<file path="src/rtl/psum_group_sequencer_pkg.sv">
// Shared types and default widths for the psum group sequencer.
package psum_seq_pkg;
    localparam int F_WIDTH = 6;
    localparam int n_WIDTH = 3;
    localparam int e_WIDTH = 8;
    localparam int p_WIDTH = 5;
    localparam int t_WIDTH = 3;
    localparam int G_WIDTH = 4;
    localparam int A_WIDTH = 16;
    localparam int C_WIDTH = p_WIDTH + t_WIDTH;

    typedef enum logic [1:0] {IDLE, STREAM, DONE} seq_state_e;

    typedef struct packed {
        logic [n_WIDTH-1:0] n;
        logic [F_WIDTH-1:0] f;
        logic [p_WIDTH-1:0] p;
        logic [e_WIDTH-1:0] e;
        logic [t_WIDTH-1:0] t;
    } beat_t;
endpackage

</file>
<file path="src/rtl/psum_group_sequencer_if.sv">
// Beat stream bus of the psum group sequencer (valid/ready plus indices).
// linear_addr is present only when PSUM_SEQ_LINEAR_EN is defined.
interface psum_group_sequencer_if;
    import psum_seq_pkg::*;

    logic               out_valid;
    logic               out_ready;
    logic [n_WIDTH-1:0] psum_index;
    logic [C_WIDTH-1:0] channel_index;
    logic [e_WIDTH-1:0] row_index;
    logic [F_WIDTH-1:0] col_index;
    logic               group_last;
    logic               seq_last;
`ifdef PSUM_SEQ_LINEAR_EN
    logic [A_WIDTH-1:0] linear_addr;

    modport master (output out_valid, psum_index, channel_index, row_index, col_index,
                    group_last, seq_last, linear_addr, input out_ready);
    modport slave  (input out_valid, psum_index, channel_index, row_index, col_index,
                    group_last, seq_last, linear_addr, output out_ready);
`else
    modport master (output out_valid, psum_index, channel_index, row_index, col_index,
                    group_last, seq_last, input out_ready);
    modport slave  (input out_valid, psum_index, channel_index, row_index, col_index,
                    group_last, seq_last, output out_ready);
`endif
endinterface

</file>
<file path="src/rtl/psum_group_sequencer_wrap_counter.sv">
// Modulo-lim counter with clear/load; wrap flags the enabled terminal count.
module wrap_counter #(
    parameter int W = 4
) (
    input  logic         clk,
    input  logic         reset,
    input  logic         clr,
    input  logic         ld,
    input  logic         en,
    input  logic [W-1:0] d,
    input  logic [W-1:0] lim,
    output logic [W-1:0] q,
    output logic         wrap
);
    logic [W-1:0] r_q;

    assign q    = r_q;
    assign wrap = en && (r_q == lim - W'(1));

    always_ff @(posedge clk) begin
        if (reset || clr)
            r_q <= '0;
        else if (ld)
            r_q <= d;
        else if (en)
            r_q <= wrap ? '0 : r_q + W'(1);
    end
endmodule

</file>
<file path="src/rtl/psum_group_sequencer.sv">
// Group-replaying psum index sequencer: loop nest group > e > t > beat (p, F, n).
// Optional PSUM_SEQ_LINEAR_EN adds an incrementally computed linear_addr.
module psum_group_sequencer
    import psum_seq_pkg::*;
(
    input  logic               clk,
    input  logic               reset,
    input  logic               start,
    input  logic [F_WIDTH-1:0] cfg_F,
    input  logic [n_WIDTH-1:0] cfg_n,
    input  logic [e_WIDTH-1:0] cfg_e,
    input  logic [p_WIDTH-1:0] cfg_p,
    input  logic [t_WIDTH-1:0] cfg_t,
    input  logic [G_WIDTH-1:0] cfg_group,
    output logic               busy,
    output logic               done,
    psum_group_sequencer_if.master bus
);
    seq_state_e         r_state, w_state_nx;
    logic [F_WIDTH-1:0] r_F;
    logic [n_WIDTH-1:0] r_N;
    logic [e_WIDTH-1:0] r_E;
    logic [p_WIDTH-1:0] r_P;
    logic [t_WIDTH-1:0] r_T;
    logic [G_WIDTH-1:0] r_I;
    logic [p_WIDTH-1:0] r_base_p;
    logic [F_WIDTH-1:0] r_base_f;
    logic [n_WIDTH-1:0] r_base_n;

    beat_t              w_cur;
    logic [n_WIDTH-1:0] w_n, w_nxt_n;
    logic [F_WIDTH-1:0] w_f, w_nxt_f;
    logic [p_WIDTH-1:0] w_p, w_nxt_p;
    logic [e_WIDTH-1:0] w_e;
    logic [t_WIDTH-1:0] w_t;
    logic [G_WIDTH-1:0] w_b;
    logic w_launch, w_cfg_zero, w_valid, w_hs, w_at_end, w_bnd, w_restore, w_seq_last;
    logic w_p_wrap, w_f_wrap, w_n_wrap, w_e_wrap, w_t_wrap, w_b_wrap;

    assign w_launch   = (r_state == IDLE) && start;
    assign w_cfg_zero = (cfg_F == '0) || (cfg_n == '0) || (cfg_e == '0) ||
                        (cfg_p == '0) || (cfg_t == '0) || (cfg_group == '0);
    assign w_valid    = (r_state == STREAM);
    assign w_hs       = w_valid && bus.out_ready;
    assign w_cur      = '{n: w_n, f: w_f, p: w_p, e: w_e, t: w_t};

    // The final position of the whole (n,F,p) walk closes the short last group.
    assign w_at_end   = (w_cur.p == r_P - p_WIDTH'(1)) && (w_cur.f == r_F - F_WIDTH'(1)) &&
                        (w_cur.n == r_N - n_WIDTH'(1));
    assign w_bnd      = w_b_wrap || (w_hs && w_at_end);
    assign w_restore  = w_bnd && !w_e_wrap;
    assign w_seq_last = w_valid && w_at_end && (w_cur.t == r_T - t_WIDTH'(1)) &&
                        (w_cur.e == r_E - e_WIDTH'(1));

    // Natural successor of {n,F,p}; becomes the next group's base on e/t rollover.
    assign w_nxt_p = w_p_wrap ? '0 : w_cur.p + p_WIDTH'(1);
    assign w_nxt_f = w_f_wrap ? '0 : (w_p_wrap ? w_cur.f + F_WIDTH'(1) : w_cur.f);
    assign w_nxt_n = w_n_wrap ? '0 : (w_f_wrap ? w_cur.n + n_WIDTH'(1) : w_cur.n);

    always_ff @(posedge clk) begin
        if (reset) begin
            r_F <= '0; r_N <= '0; r_E <= '0; r_P <= '0; r_T <= '0; r_I <= '0;
        end else if (w_launch) begin
            r_F <= cfg_F; r_N <= cfg_n; r_E <= cfg_e; r_P <= cfg_p; r_T <= cfg_t; r_I <= cfg_group;
        end
    end

    always_ff @(posedge clk) begin
        if (reset || w_launch) begin
            r_base_p <= '0; r_base_f <= '0; r_base_n <= '0;
        end else if (w_e_wrap) begin
            r_base_p <= w_nxt_p; r_base_f <= w_nxt_f; r_base_n <= w_nxt_n;
        end
    end

    wrap_counter #(.W(p_WIDTH)) u_p (.clk(clk), .reset(reset), .clr(w_launch), .ld(w_restore),
        .en(w_hs), .d(r_base_p), .lim(r_P), .q(w_p), .wrap(w_p_wrap));
    wrap_counter #(.W(F_WIDTH)) u_f (.clk(clk), .reset(reset), .clr(w_launch), .ld(w_restore),
        .en(w_p_wrap), .d(r_base_f), .lim(r_F), .q(w_f), .wrap(w_f_wrap));
    wrap_counter #(.W(n_WIDTH)) u_n (.clk(clk), .reset(reset), .clr(w_launch), .ld(w_restore),
        .en(w_f_wrap), .d(r_base_n), .lim(r_N), .q(w_n), .wrap(w_n_wrap));
    wrap_counter #(.W(t_WIDTH)) u_t (.clk(clk), .reset(reset), .clr(w_launch), .ld(1'b0),
        .en(w_bnd), .d('0), .lim(r_T), .q(w_t), .wrap(w_t_wrap));
    wrap_counter #(.W(e_WIDTH)) u_e (.clk(clk), .reset(reset), .clr(w_launch), .ld(1'b0),
        .en(w_t_wrap), .d('0), .lim(r_E), .q(w_e), .wrap(w_e_wrap));
    wrap_counter #(.W(G_WIDTH)) u_b (.clk(clk), .reset(reset), .clr(w_launch || w_bnd), .ld(1'b0),
        .en(w_hs), .d('0), .lim(r_I), .q(w_b), .wrap(w_b_wrap));

    always_ff @(posedge clk) begin
        if (reset)
            r_state <= IDLE;
        else
            r_state <= w_state_nx;
    end

    always_comb begin
        w_state_nx = r_state;
        case (r_state)
            IDLE:    if (start) w_state_nx = w_cfg_zero ? DONE : STREAM;
            STREAM:  if (w_hs && w_seq_last) w_state_nx = DONE;
            DONE:    w_state_nx = IDLE;
            default: w_state_nx = IDLE;
        endcase
    end

    always_comb begin
        busy              = (r_state != IDLE);
        done              = (r_state == DONE);
        bus.out_valid     = w_valid;
        bus.group_last    = w_valid && ((w_b == r_I - G_WIDTH'(1)) || w_at_end);
        bus.seq_last      = w_seq_last;
        bus.psum_index    = w_cur.n;
        bus.col_index     = w_cur.f;
        bus.row_index     = w_cur.e;
        bus.channel_index = C_WIDTH'(w_cur.p) + C_WIDTH'(w_cur.t) * C_WIDTH'(r_P);
    end

`ifdef PSUM_SEQ_LINEAR_EN
    // r_lin0 tracks (n*F+f)*E of the current beat; stepping F adds E, so no multiplier.
    logic [A_WIDTH-1:0] r_lin, r_lin0, r_lin_base, w_lin0_nat, w_lin0_nx;
    logic [e_WIDTH-1:0] w_e_nx;

    assign w_e_nx     = w_e_wrap ? '0 : (w_t_wrap ? w_cur.e + e_WIDTH'(1) : w_cur.e);
    assign w_lin0_nat = r_lin0 + (w_p_wrap ? A_WIDTH'(r_E) : '0);
    assign w_lin0_nx  = w_restore ? r_lin_base : w_lin0_nat;

    always_ff @(posedge clk) begin
        if (reset || w_launch) begin
            r_lin <= '0; r_lin0 <= '0; r_lin_base <= '0;
        end else if (w_hs) begin
            r_lin0 <= w_lin0_nx;
            r_lin  <= w_lin0_nx + A_WIDTH'(w_e_nx);
            if (w_e_wrap)
                r_lin_base <= w_lin0_nat;
        end
    end

    assign bus.linear_addr = r_lin;
`endif
endmodule

</file>
<file path="src/flat_wrapper.sv">
// flat-port wrapper written by rule: the top's interface ports become plain ports
module psum_group_sequencer_flat import psum_seq_pkg::*;
  (clk, reset, start, cfg_F, cfg_n, cfg_e, cfg_p, cfg_t, cfg_group, busy, done, bus_out_valid, bus_psum_index, bus_channel_index, bus_row_index, bus_col_index, bus_group_last, bus_seq_last, bus_out_ready);
  psum_group_sequencer_if bus_i ();
  input  logic clk;
  input  logic reset;
  input  logic start;
  input  logic [F_WIDTH-1:0] cfg_F;
  input  logic [n_WIDTH-1:0] cfg_n;
  input  logic [e_WIDTH-1:0] cfg_e;
  input  logic [p_WIDTH-1:0] cfg_p;
  input  logic [t_WIDTH-1:0] cfg_t;
  input  logic [G_WIDTH-1:0] cfg_group;
  output logic busy;
  output logic done;
  output wire logic [$bits(bus_i.out_valid)-1:0] bus_out_valid;
  output wire logic [$bits(bus_i.psum_index)-1:0] bus_psum_index;
  output wire logic [$bits(bus_i.channel_index)-1:0] bus_channel_index;
  output wire logic [$bits(bus_i.row_index)-1:0] bus_row_index;
  output wire logic [$bits(bus_i.col_index)-1:0] bus_col_index;
  output wire logic [$bits(bus_i.group_last)-1:0] bus_group_last;
  output wire logic [$bits(bus_i.seq_last)-1:0] bus_seq_last;
  input wire logic [$bits(bus_i.out_ready)-1:0] bus_out_ready;
  assign bus_out_valid = bus_i.out_valid;
  assign bus_psum_index = bus_i.psum_index;
  assign bus_channel_index = bus_i.channel_index;
  assign bus_row_index = bus_i.row_index;
  assign bus_col_index = bus_i.col_index;
  assign bus_group_last = bus_i.group_last;
  assign bus_seq_last = bus_i.seq_last;
  assign bus_i.out_ready = bus_out_ready;
  psum_group_sequencer u_core (.clk(clk), .reset(reset), .start(start), .cfg_F(cfg_F), .cfg_n(cfg_n), .cfg_e(cfg_e), .cfg_p(cfg_p), .cfg_t(cfg_t), .cfg_group(cfg_group), .busy(busy), .done(done), .bus(bus_i));
endmodule
</file>
<file path="config.mk">
export PLATFORM = sky130hd
export DESIGN_NAME = psum_group_sequencer_flat
export DESIGN_NICKNAME = d
export VERILOG_FILES = /design/src/rtl/psum_group_sequencer_pkg.sv /design/src/rtl/psum_group_sequencer_if.sv /design/src/rtl/psum_group_sequencer_wrap_counter.sv /design/src/rtl/psum_group_sequencer.sv /design/src/flat_wrapper.sv
export SDC_FILE = /design/constraint.sdc
export NUM_CORES = 1
export LEC_CHECK = 0
export BUFFER_PORTS_ARGS = -buffer_cell sky130_fd_sc_hd__buf_2
export CAP_MARGIN = 20
export CORE_ASPECT_RATIO = 0.9
export CORE_MARGIN = 5
export CORE_UTILIZATION = 25
export CTS_CLUSTER_SIZE = 40
export DETAILED_ROUTE_END_ITERATION = 12
export PLACE_DENSITY = 0.53
export SLEW_MARGIN = 40
export SYNTH_ARGS = -nofsm -noshare
export SYNTH_HDL_FRONTEND = slang
export SYNTH_SLANG_ARGS = --single-unit
export TNS_END_PERCENT = 100
</file>
<file path="constraint.sdc">
create_clock -name clk -period 3.4 [get_ports clk]
set_input_delay 0.34 -clock clk [delete_from_list [all_inputs] [get_ports clk]]
set_output_delay 0.34 -clock clk [all_outputs]
set_load 0.02 [all_outputs]
</file>
==> results.cfg, run 1 <==
[status]
status = finished clean

[detailed_routing]
drc = 0
drtIter0Drc = 268
via_count = 4225
viasPerCell = 4.705
first_pass_iters = 5
finalWirelength_mm = 12.89
ant_nets = 0
wl_per_cell_um = 14.36

[yosys]
syn_area_per_cell_um2 = 8.127
synth_top_area_cell = dfxtp_1
async_flop_share_pct = 0
yosysWarnings = 0
synth_seq_cells = 74
yosys_most_used_dff = dfxtp_1
syn_area_um2 = 4738
synth-edff-count = 0
syn_inst = 583
synth_top_cell_area_share_pct = 31.26
synthTopCellsByArea = dfxtp_1, ha_1, nand2_1, a21oi_1, xnor2_1
synth_fp_nets = 647
synth_cell_types = 62
seq_area_frac_synth_pct = 31.26

[timing]
slew_viol_final = 0
setup_viol = 0
layout_min_cycle_time_ns = 3.338
finalCritPeriodShare_pct = 98.17
max_slew_margin_pct = 54.86
rsz0062_at_grt = true
final-hold-violation-count = 0
worstMarginPinSlew_ns = 0.6770
hold_slack_ns = 0.2450
clock_skew_ns = 0.008791
max_freq_mhz = 299.6
fin_ws_ns = 0.06219

[worst_setup_path]
r2r_cells = 9
reg2reg_from = u_core.r_P[0]$_SDFFE_PP0P_
critical_path.max_fanout = 4
crit_type = flip-flop to output port
r2r_slack_ns = 0.43
crit_start = u_core.u_t.q[2]$_SDFFE_PP0P_
critPathCaptureType = output port
start_kind = flip-flop
cp.required_ns = 3.06
crit_end = bus_channel_index[7]
crit-reg2reg-capture = u_core.u_t.q[2]$_SDFFE_PP0P_
worstPathArrival_ns = 3.00

[floorplan]
die_w_um = 155.1
core_area_um2 = 18520
dieArea_um2 = 21810
initial_core_util_pct = 25.58
rows = 47
ioPinCount = 63
die_h_um = 140.6

[place]
place_ws_ns = 0.1509
port_buffers = 62
hpwl_mm = 9.760
place_congestion = 0.8266

[clock_network]
h-tree-depth = 3
cts_sinks = 74
cts-buffers-inserted = 9
clock_latency_ns = 0.34
tritoncts = done
clk_path_buf_depth = 2
cts_root_buf = clkbuf_16
path_clk_slew_ns = 0.06

[layout]
nets = 713
area_growth_pct = 21.49
drive_gt1_share_pct = 20.06
diodes = 0

[grt]
grt_max_degree = 35
grt_pass1_vias = 4101
grt_use_total_pct = 12.20
antenna_found_initial = 0
gr-total-overflow = 0
grt_first_pass_wirelength_mm = 21.62

[power_and_ir_drop]
p_int_mw = 1.587
clock_power_share_pct = 42.7
cellPowerDensity_nw_per_um2 = 382.4
p_leak_nw = 2.396
p_sw_mw = 0.6149
combPwrFrac_pct = 15.0
netSwitchingFraction_pct = 27.93
ir_drop_v = 0.0002800
seqPwrFrac_pct = 42.3

[run]
max-cap-violations = 0

[hold_path]
hp-start = cfg_e[1]
holdCritPathClass = input pin to flip-flop
-- cells by family after synthesis --
| group | after synthesis | share of synthesized area (%) |
|---|---|---|
| AO/OA/AOI/OAI | 121 | 16.85 |
| buffers and inverters | 66 | 5.889 |
| flip-flops | 74 | 31.26 |
| AND/OR/NAND/NOR | 221 | 22.60 |
| XOR/XNOR | 49 | 9.638 |
| multiplexers | 21 | 4.463 |
| adder cells (fa/ha/maj) | 31 | 9.295 |
-- routing by layer --
metal	track usage (%)	wire, µm
met1	18.25	6882
met2	17.27	5156
met3	3.647	737
met4	2.370	115
met5	0	0
-- metrics by stage --
stage / std cells / setup TNS (ns) / instance area, µm² / util (%) / total power, mW
6_report: 898 / 0 / 5757 / 31.08 / 2.202
5_1_grt: 898 / -0.1478 / 5757 / 31.08 / 2.315
4_1_cts: 896 / 0 / 5705 / 30.80 / 2.226
3_5_place_dp: 878 / 0 / 5345 / 28.86 / 1.275
3_3_place_gp: 878 / 0 / 5345 / 28.86 / 1.273
2_1_floorplan: 583 / 0 / 4738 / - / 1.176
-- area by class of cell --
type                    count  area, µm²
flip-flops and latches     74       1494
repair buffers             83      476.7
well taps                 245      306.5
clock buffers               9      225.2
fillers                  1992      12770
clock inverters             6      58.81
inverters                  38      142.6
multi-input cells         443       3053
-- worst max-delay path, cell delays in order (launching register included) --
cell and delay [ns]:
dfxtp_2 0.33, and2_4 0.16, fa_1 0.52, inv_1 0.05, fa_1 0.49, inv_2 0.05, ha_4 0.24, a21oi_2 0.12
nor2_1 0.04, nor2_1 0.13, o21bai_1 0.08, a21oi_1 0.17, xnor2_1 0.13, buf_4 0.16
-- cell usage after synthesis (all sizes together), types with 5 or more instances --
cell and count:
inv 38, o211ai 7, xor2 20, a22oi 5, a211oi 5, buf 9
clkbuf 19, nor2 51, and3 8, nand4 7, o21ai 17, and2 14
xnor2 27, fa 7, a21oi 52, nand3 14, nor3 20, dfxtp 74
nand2 78, nor4 5, ha 24, o2111ai 7, mux2i 20
-- what timing repair did --
action,4_1_cts,5_1_grt
gates cloned,0,0
resized for setup,17,11
pin swaps,9,15
endpoints found under the setup margin,3,5
hold buffers,0,0
buffers inserted,3,2
-- state kept, by name, indices dropped and copies added, names as in the netlist --
name	cells
u_core.r_E	8
u_core.r_F	6
u_core.r_I	4
u_core.r_N	3
u_core.r_P	5
u_core.r_T	3
u_core.r_base_f	6
u_core.r_base_n	3
u_core.r_base_p	5
u_core.r_state	2
u_core.u_b.q	4
u_core.u_e.q	8
u_core.u_f.q	6
u_core.u_n.q	3
u_core.u_p.q	5
u_core.u_t.q	3
-- how the worst min path moves through the flow --
stage / to / cells past startpoint
2_1_floorplan: u_core.r_state[1]$_SDFFE_PP0P_ / 1
3_3_place_gp: u_core.r_state[1]$_SDFFE_PP0P_ / 1
3_5_place_dp: u_core.r_state[1]$_SDFFE_PP0P_ / 1
4_1_cts: u_core.r_I[1]$_SDFFE_PP0P_ / 3
5_1_grt: u_core.r_I[1]$_SDFFE_PP0P_ / 3
6_report: u_core.r_E[1]$_SDFFE_PP0P_ / 3
-- layout by cell type, fill, tap and decap left out, types with 3 or more instances in the layout --
cell and count:
dfxtp_1 68, nor2_1 49, buf_4 22, a21oi_1 50
fa_1 6, nor2b_1 4, xnor2_1 27, clkbuf_16 9
buf_2 60, and4_1 4, o221ai_1 3, nand3_1 13
nand2b_1 3, or3_1 4, ha_1 21, o21bai_1 3
dfxtp_2 4, nand4_1 6, a31oi_1 4, mux2i_1 20
o21ai_0 13, nor4_1 4, xor2_1 20, nand2_1 78
inv_1 33, clkinv_2 4, nor3_1 20, o2111ai_1 7
o21ai_1 4, and2_1 12, and3_1 8, o211ai_1 7
a22oi_1 5, inv_2 5
-- power groups by stage --
stage / clock, mW / combinational, mW / sequential, mW
4_1_cts: 0.966 / 0.327 / 0.933
5_1_grt: 1.00 / 0.375 / 0.937
6_report: 0.940 / 0.329 / 0.932
3_3_place_gp: 0 / 0.321 / 0.952
2_1_floorplan: 0 / 0.234 / 0.941
3_5_place_dp: 0 / 0.322 / 0.953
Power figures use the tool's default switching activity.
==> run 2, diff against run 1 <==
ABC_AREA = 1   (was not set)
==> run 2 against run 1 <==
Count of clock-buffer cells in the layout is 3 higher. Cell area rose by 1.2%. Flip-flop and latch count did not move. Sequential power grew 5.3%. Largest cell class unchanged.
==> results.cfg, run 2 <==
[status]
status = finished clean

[floorplan]
initial_core_util_pct = 25.26
die_h_um = 141.8
die_w_um = 156.4
ioPinCount = 63
rows = 48
core_area_um2 = 19100
dieArea_um2 = 22180

[place]
postPlaceCellArea_um2 = 5440
place_ws_ns = 0.1399
port_buffers = 62
hpwl_mm = 10.21
dp.cells = 1026
place_congestion = 0.7863

[layout]
area_growth_pct = 20.77
nets = 857
stdcell_count = 1047
mostFrequentLayoutCells = nand2_1, inv_1, nor2_1
diodes = 0
postLayoutCellArea_um2 = 5827
finish.utilization_pct = 30.51
drive_gt1_share_pct = 16.69
final_common_cell = nand2_1

[timing]
max_freq_mhz = 300.4
clock_skew_ns = 0.004436
final-hold-violation-count = 0
slew_viol_final = 0
layout_min_cycle_time_ns = 3.329
hold_slack_ns = 0.2820
setup_viol = 0
rsz0062_at_grt = true
fin_ws_ns = 0.07073
max_slew_margin_pct = 50.31
setup_tns_ns = 0
worstMarginPinSlew_ns = 0.7408
finalCritPeriodShare_pct = 97.92

[worst_setup_path]
critPathBufInv = 5
critPathCaptureType = output port
crit_end = bus_channel_index[6]
critPathMaxStageDelay_ns = 0.50
critPathMostFrequentCell = inv_1
crit_start = u_core.r_P[2]$_SDFFE_PP0P_
cp_slowest_cell = fa_1
crit_type = flip-flop to output port
cp_top_family = adder cells
cp.required_ns = 3.06
crit_cells = 15
crit-reg2reg-capture = u_core.u_f.q[3]$_SDFFE_PP0P_
critical_path.max_fanout = 4
start_kind = flip-flop
worstPathArrival_ns = 2.99
r2r_cells = 18
path_cells = nand2_1, inv_1, fa_1, inv_1, fa_1, inv_2, ha_4, a21oi_2, inv_1, a31oi_2, nor2_1, o21ai_1, nand2_1, xor2_1, buf_4
r2r_slack_ns = 0.74
reg2reg_from = u_core.r_P[1]$_SDFFE_PP0P_

[yosys]
seq_area_frac_synth_pct = 30.71
yosysWarnings = 0
synth_fp_nets = 787
synthTopCellsByArea = dfxtp_1, nand2_1, inv_1, ha_1, nor2_1
async_flop_share_pct = 0
synth_top_area_cell = dfxtp_1
synth_commonest_cells = nand2_1, inv_1, nor2_1, dfxtp_1, a21oi_1
synth_top_cell_area_share_pct = 30.71
yosysMostFrequentCell = nand2_1
syn_area_per_cell_um2 = 6.673
synth-edff-count = 0
yosys_most_used_dff = dfxtp_1
syn_area_um2 = 4825
syn_inst = 723
synth_seq_cells = 74
synth_cell_types = 41

[power_and_ir_drop]
p_leak_nw = 2.887
power_mw = 2.538
cellPowerDensity_nw_per_um2 = 435.6
ir_drop_v = 0.0002533

[clock_network]
cts_sinks = 74
tritoncts = done
clk_path_buf_depth = 2
cts-buffers-inserted = 9
clock_latency_ns = 0.34
path_clk_slew_ns = 0.06
h-tree-depth = 3
cts_root_buf = clkbuf_16

[detailed_routing]
drc = 0
wl_per_cell_um = 12.34
first_pass_iters = 6
ant_nets = 0
finalWirelength_mm = 12.92
drtIter0Drc = 212
via_count = 4551
viasPerCell = 4.347

[grt]
grt_max_degree = 52
gr-total-overflow = 0
grt_pass1_vias = 4372
grt_first_pass_wirelength_mm = 21.67
antenna_found_initial = 0
grt_use_total_pct = 12.10

[run]
max-cap-violations = 0

[hold_path]
holdCritPathClass = input pin to flip-flop
run 2: cell count changes after synthesis, moves of 20 or more:
cell / previous run / this run
inv_1: 38 / 101
mux2i_1: 20 / 0
nand2_1: 78 / 174
nand3_1: 13 / 42
nor2_1: 49 / 75
o21ai_0: 13 / 45
run 2: cell families after synthesis:
logic type	after synthesis	synth area share, %
buffers and inverters	130	10.35
AOI/OAI and AO/OA	115	12.53
DFF	74	30.71
adders and majority gates	31	9.129
xor gates and xnor gates	33	5.991
and+or+nand+nor	340	31.30
run 2: worst reg2reg max path: stages, from the launching register on:
cell and delay, ns:
dfxtp_2 0.33, buf_4 0.13, inv_1 0.08, ha_1 0.17, nand2_1 0.10, nor2_1 0.14, inv_1 0.05, nand2_1 0.06
nand2_1 0.09, nor2_4 0.12, nand3_4 0.20, o21bai_1 0.20, buf_4 0.22, o21ai_1 0.09, buf_4 0.22, nand2_1 0.14
nor2_1 0.05, nor2_1 0.09, nor2_1 0.04
run 2: what timing repair did:
| action | in CTS | in global routing |
|---|---|---|
| hold endpoints to repair | 0 | 0 |
| gates cloned | 0 | 0 |
| endpoints found under the setup margin | 3 | 3 |
| hold buffers | 0 | 0 |
| pin swaps | 10 | 5 |
| resized for setup | 18 | 4 |
| buffers inserted | 5 | 1 |
run 2: final cells by class:
cell class,count,area (µm²)
clock inverter,3,40.04
clock buffer,12,246.5
timing repair buffer,78,441.7
tap,250,312.8
fill,2136,13270
inverter,111,416.7
sequential,74,1490
multi-input combinational,519,2879
run 2: worst min-delay path by stage:
stage                                    startpoint                         endpoint  slack (ns)  depth (start not counted)
floorplan           u_core.r_base_f[2]$_SDFFE_PP0N_  u_core.r_base_f[2]$_SDFFE_PP0N_        0.41                          2
global placement    u_core.r_base_f[4]$_SDFFE_PP0N_  u_core.r_base_f[4]$_SDFFE_PP0N_        0.43                          2
detailed placement  u_core.r_base_f[5]$_SDFFE_PP0N_  u_core.r_base_f[5]$_SDFFE_PP0N_        0.43                          2
CTS                                        cfg_p[4]       u_core.r_P[4]$_SDFFE_PP0P_        0.27                          3
global route                               cfg_t[2]       u_core.r_T[2]$_SDFFE_PP0P_        0.30                          3
finish                                     cfg_t[2]       u_core.r_T[2]$_SDFFE_PP0P_        0.28                          3
run 2: where the power goes:
part / switching (mW) / leakage (nW) / internal [mW]
combinational: 0.394 / 2.14 / 0.227
sequential: 0.0483 / 0.606 / 0.933
clock: 0.354 / 0.142 / 0.582
total: 0.797 / 2.89 / 1.74
run 2: metal layers:
layer  GRT usage [%]  routed length, µm  vias to the layer above
li1                -                  -                     2429
met2           18.47               5439                       96
met5               0                  0                        -
met3           3.294                803                       10
met1           17.18               6533                     2016
met4           2.374                142                        0
==> run 3, diff against run 2 <==
CTS_CLUSTER_DIAMETER = 120   (was not set)
SETUP_SLACK_MARGIN = 0.1   (was not set)
==> run 3 against run 2 <==
Sequential share of layout area is 0.10 points lower. Wire length grew 0.93%. Via count grew 0.51%. Final cell count barely moved. Count of clock-buffer cells in the layout is 2 lower. Sequential power about the same. Maximum frequency is 2.0% lower. Clock skew rose by 0.0030 ns. Cell area rose by 0.73%. Critical path depth did not move. Register-to-register slack hardly changed.
==> results.cfg, run 3 (same netlist as run 2, synthesis figures left out) <==
[place]
place_congestion = 0.7857
place_ws_ns = 0.1166
dp.cells = 1025
hpwl_mm = 10.21
postPlaceCellArea_um2 = 5445
port_buffers = 62

[layout]
area_growth_pct = 21.65
n_fill_cell = 2126
final_common_cell = nand2_1
diodes = 0
multi_input_area_um2 = 2918
nets = 857
postLayoutCellArea_um2 = 5869
mostFrequentLayoutCells = nand2_1, inv_1, nor2_1
regArea_um2 = 1495
stdcell_count = 1048
drive_gt1_share_pct = 17.67

[clock_network]
tritoncts = done
cts_root_buf = clkbuf_16
h-tree-depth = 3
clock_latency_ns = 0.34
cts-buffers-inserted = 9
cts_sinks = 74
path_clk_slew_ns = 0.06
clk_path_buf_depth = 2

[detailed_routing]
via_count = 4574
wl_per_cell_um = 12.44
drc = 0
finalWirelength_mm = 13.04
ant_nets = 0
viasPerCell = 4.365
first_pass_iters = 5
drtIter0Drc = 177

[grt]
grt_use_total_pct = 12.35
grt_first_pass_wirelength_mm = 22.23
grt_max_degree = 52
grt_pass1_vias = 4535
antenna_found_initial = 0
gr-total-overflow = 0

[floorplan]
die_w_um = 156.4
die_h_um = 141.8
dieArea_um2 = 22180
rows = 48
ioPinCount = 63
initial_core_util_pct = 25.26
core_area_um2 = 19100

[power_and_ir_drop]
cellPowerDensity_nw_per_um2 = 422.4
p_leak_nw = 2.898
ir_drop_v = 0.0002930

[worst_setup_path]
worstPathArrival_ns = 3.06
start_kind = flip-flop
crit_start = u_core.r_P[1]$_SDFFE_PP0P_
crit_type = flip-flop to output port
cp.required_ns = 3.06
reg2reg_from = u_core.r_P[0]$_SDFFE_PP0P_
critical_path.max_fanout = 4
critPathCaptureType = output port

[timing]
fin_ws_ns = 0.001427
clock_skew_ns = 0.007464
max_freq_mhz = 294.2
final-hold-violation-count = 0
finalCritPeriodShare_pct = 99.96
slew_viol_final = 0
layout_min_cycle_time_ns = 3.399
setup_viol = 0
worstMarginPinSlew_ns = 0.7454
rsz0062_at_grt = true
max_slew_margin_pct = 50.00
hold_slack_ns = 0.2816

[hold_path]
hp-start = cfg_t[2]
holdCritPathClass = input pin to flip-flop

[status]
status = finished clean

[run]
max-cap-violations = 0
==> run 3: per-stage QoR <==
step	power (mW)	setup TNS [ns]	utilization, %
after floorplan	1.454	0	-
after global placement	1.608	0	28.49
after detailed placement	1.612	0	28.51
after CTS	2.509	0	30.55
after global routing	2.660	-0.2120	30.73
final	2.479	0	30.73
==> run 3: what timing repair did <==
item	4_1_cts	5_1_grt
endpoints found under the setup margin	4	4
hold buffers	0	0
pin swaps	12	9
setup buffers	8	0
resized for setup	23	10
==> run 3: final cells by class <==
| cell class | instances | share of cell area (%) |
|---|---|---|
| Sequential cell | 74 | 25.47 |
| Inverter | 111 | 7.099 |
| Tap cell | 250 | 5.329 |
| Clock inverter | 6 | 0.5543 |
| Multi-Input combinational cell | 519 | 49.71 |
| Timing Repair Buffer | 78 | 7.760 |
| Clock buffer | 10 | 4.072 |
==> run 3: path summary, 6_finish.rpt <==
path | cells past startpoint | slack (ns) | to
worst min register to register | 2 | 0.44 | u_core.r_base_f[5]$_SDFFE_PP0N_
worst max register to register | 18 | 0.73 | u_core.r_base_n[1]$_SDFFE_PP0N_
worst min-delay path | 3 | 0.28 | u_core.r_T[2]$_SDFFE_PP0P_
worst max-delay path | 15 | 0.001 | bus_channel_index[6]
==> run 3: routing by layer <==
| layer | routed length, µm | GRT usage [%] |
|---|---|---|
| met1 | 6519 | 16.93 |
| met3 | 689 | 3.202 |
| met5 | 0 | 0 |
| met4 | 132 | 2.466 |
| met2 | 5695 | 19.69 |
==> run 3: worst max-delay path, stage by stage, from the launching register on <==
cell and delay, ns:
dfxtp_4 0.35, nand2_2 0.07, inv_2 0.04, fa_1 0.53
inv_1 0.05, fa_1 0.49, inv_2 0.05, ha_4 0.23
a21oi_2 0.13, inv_1 0.07, a31oi_2 0.16, nor2_1 0.08
o21ai_1 0.12, nand2_1 0.09, xor2_2 0.15, buf_6 0.13
==> run 3: power by group <==
group / switching, mW / leakage [nW] / internal, mW / total, mW
Combinational: 0.397 / 2.15 / 0.226 / 0.623
Clock: 0.367 / 0.138 / 0.507 / 0.874
Sequential: 0.0502 / 0.606 / 0.932 / 0.983
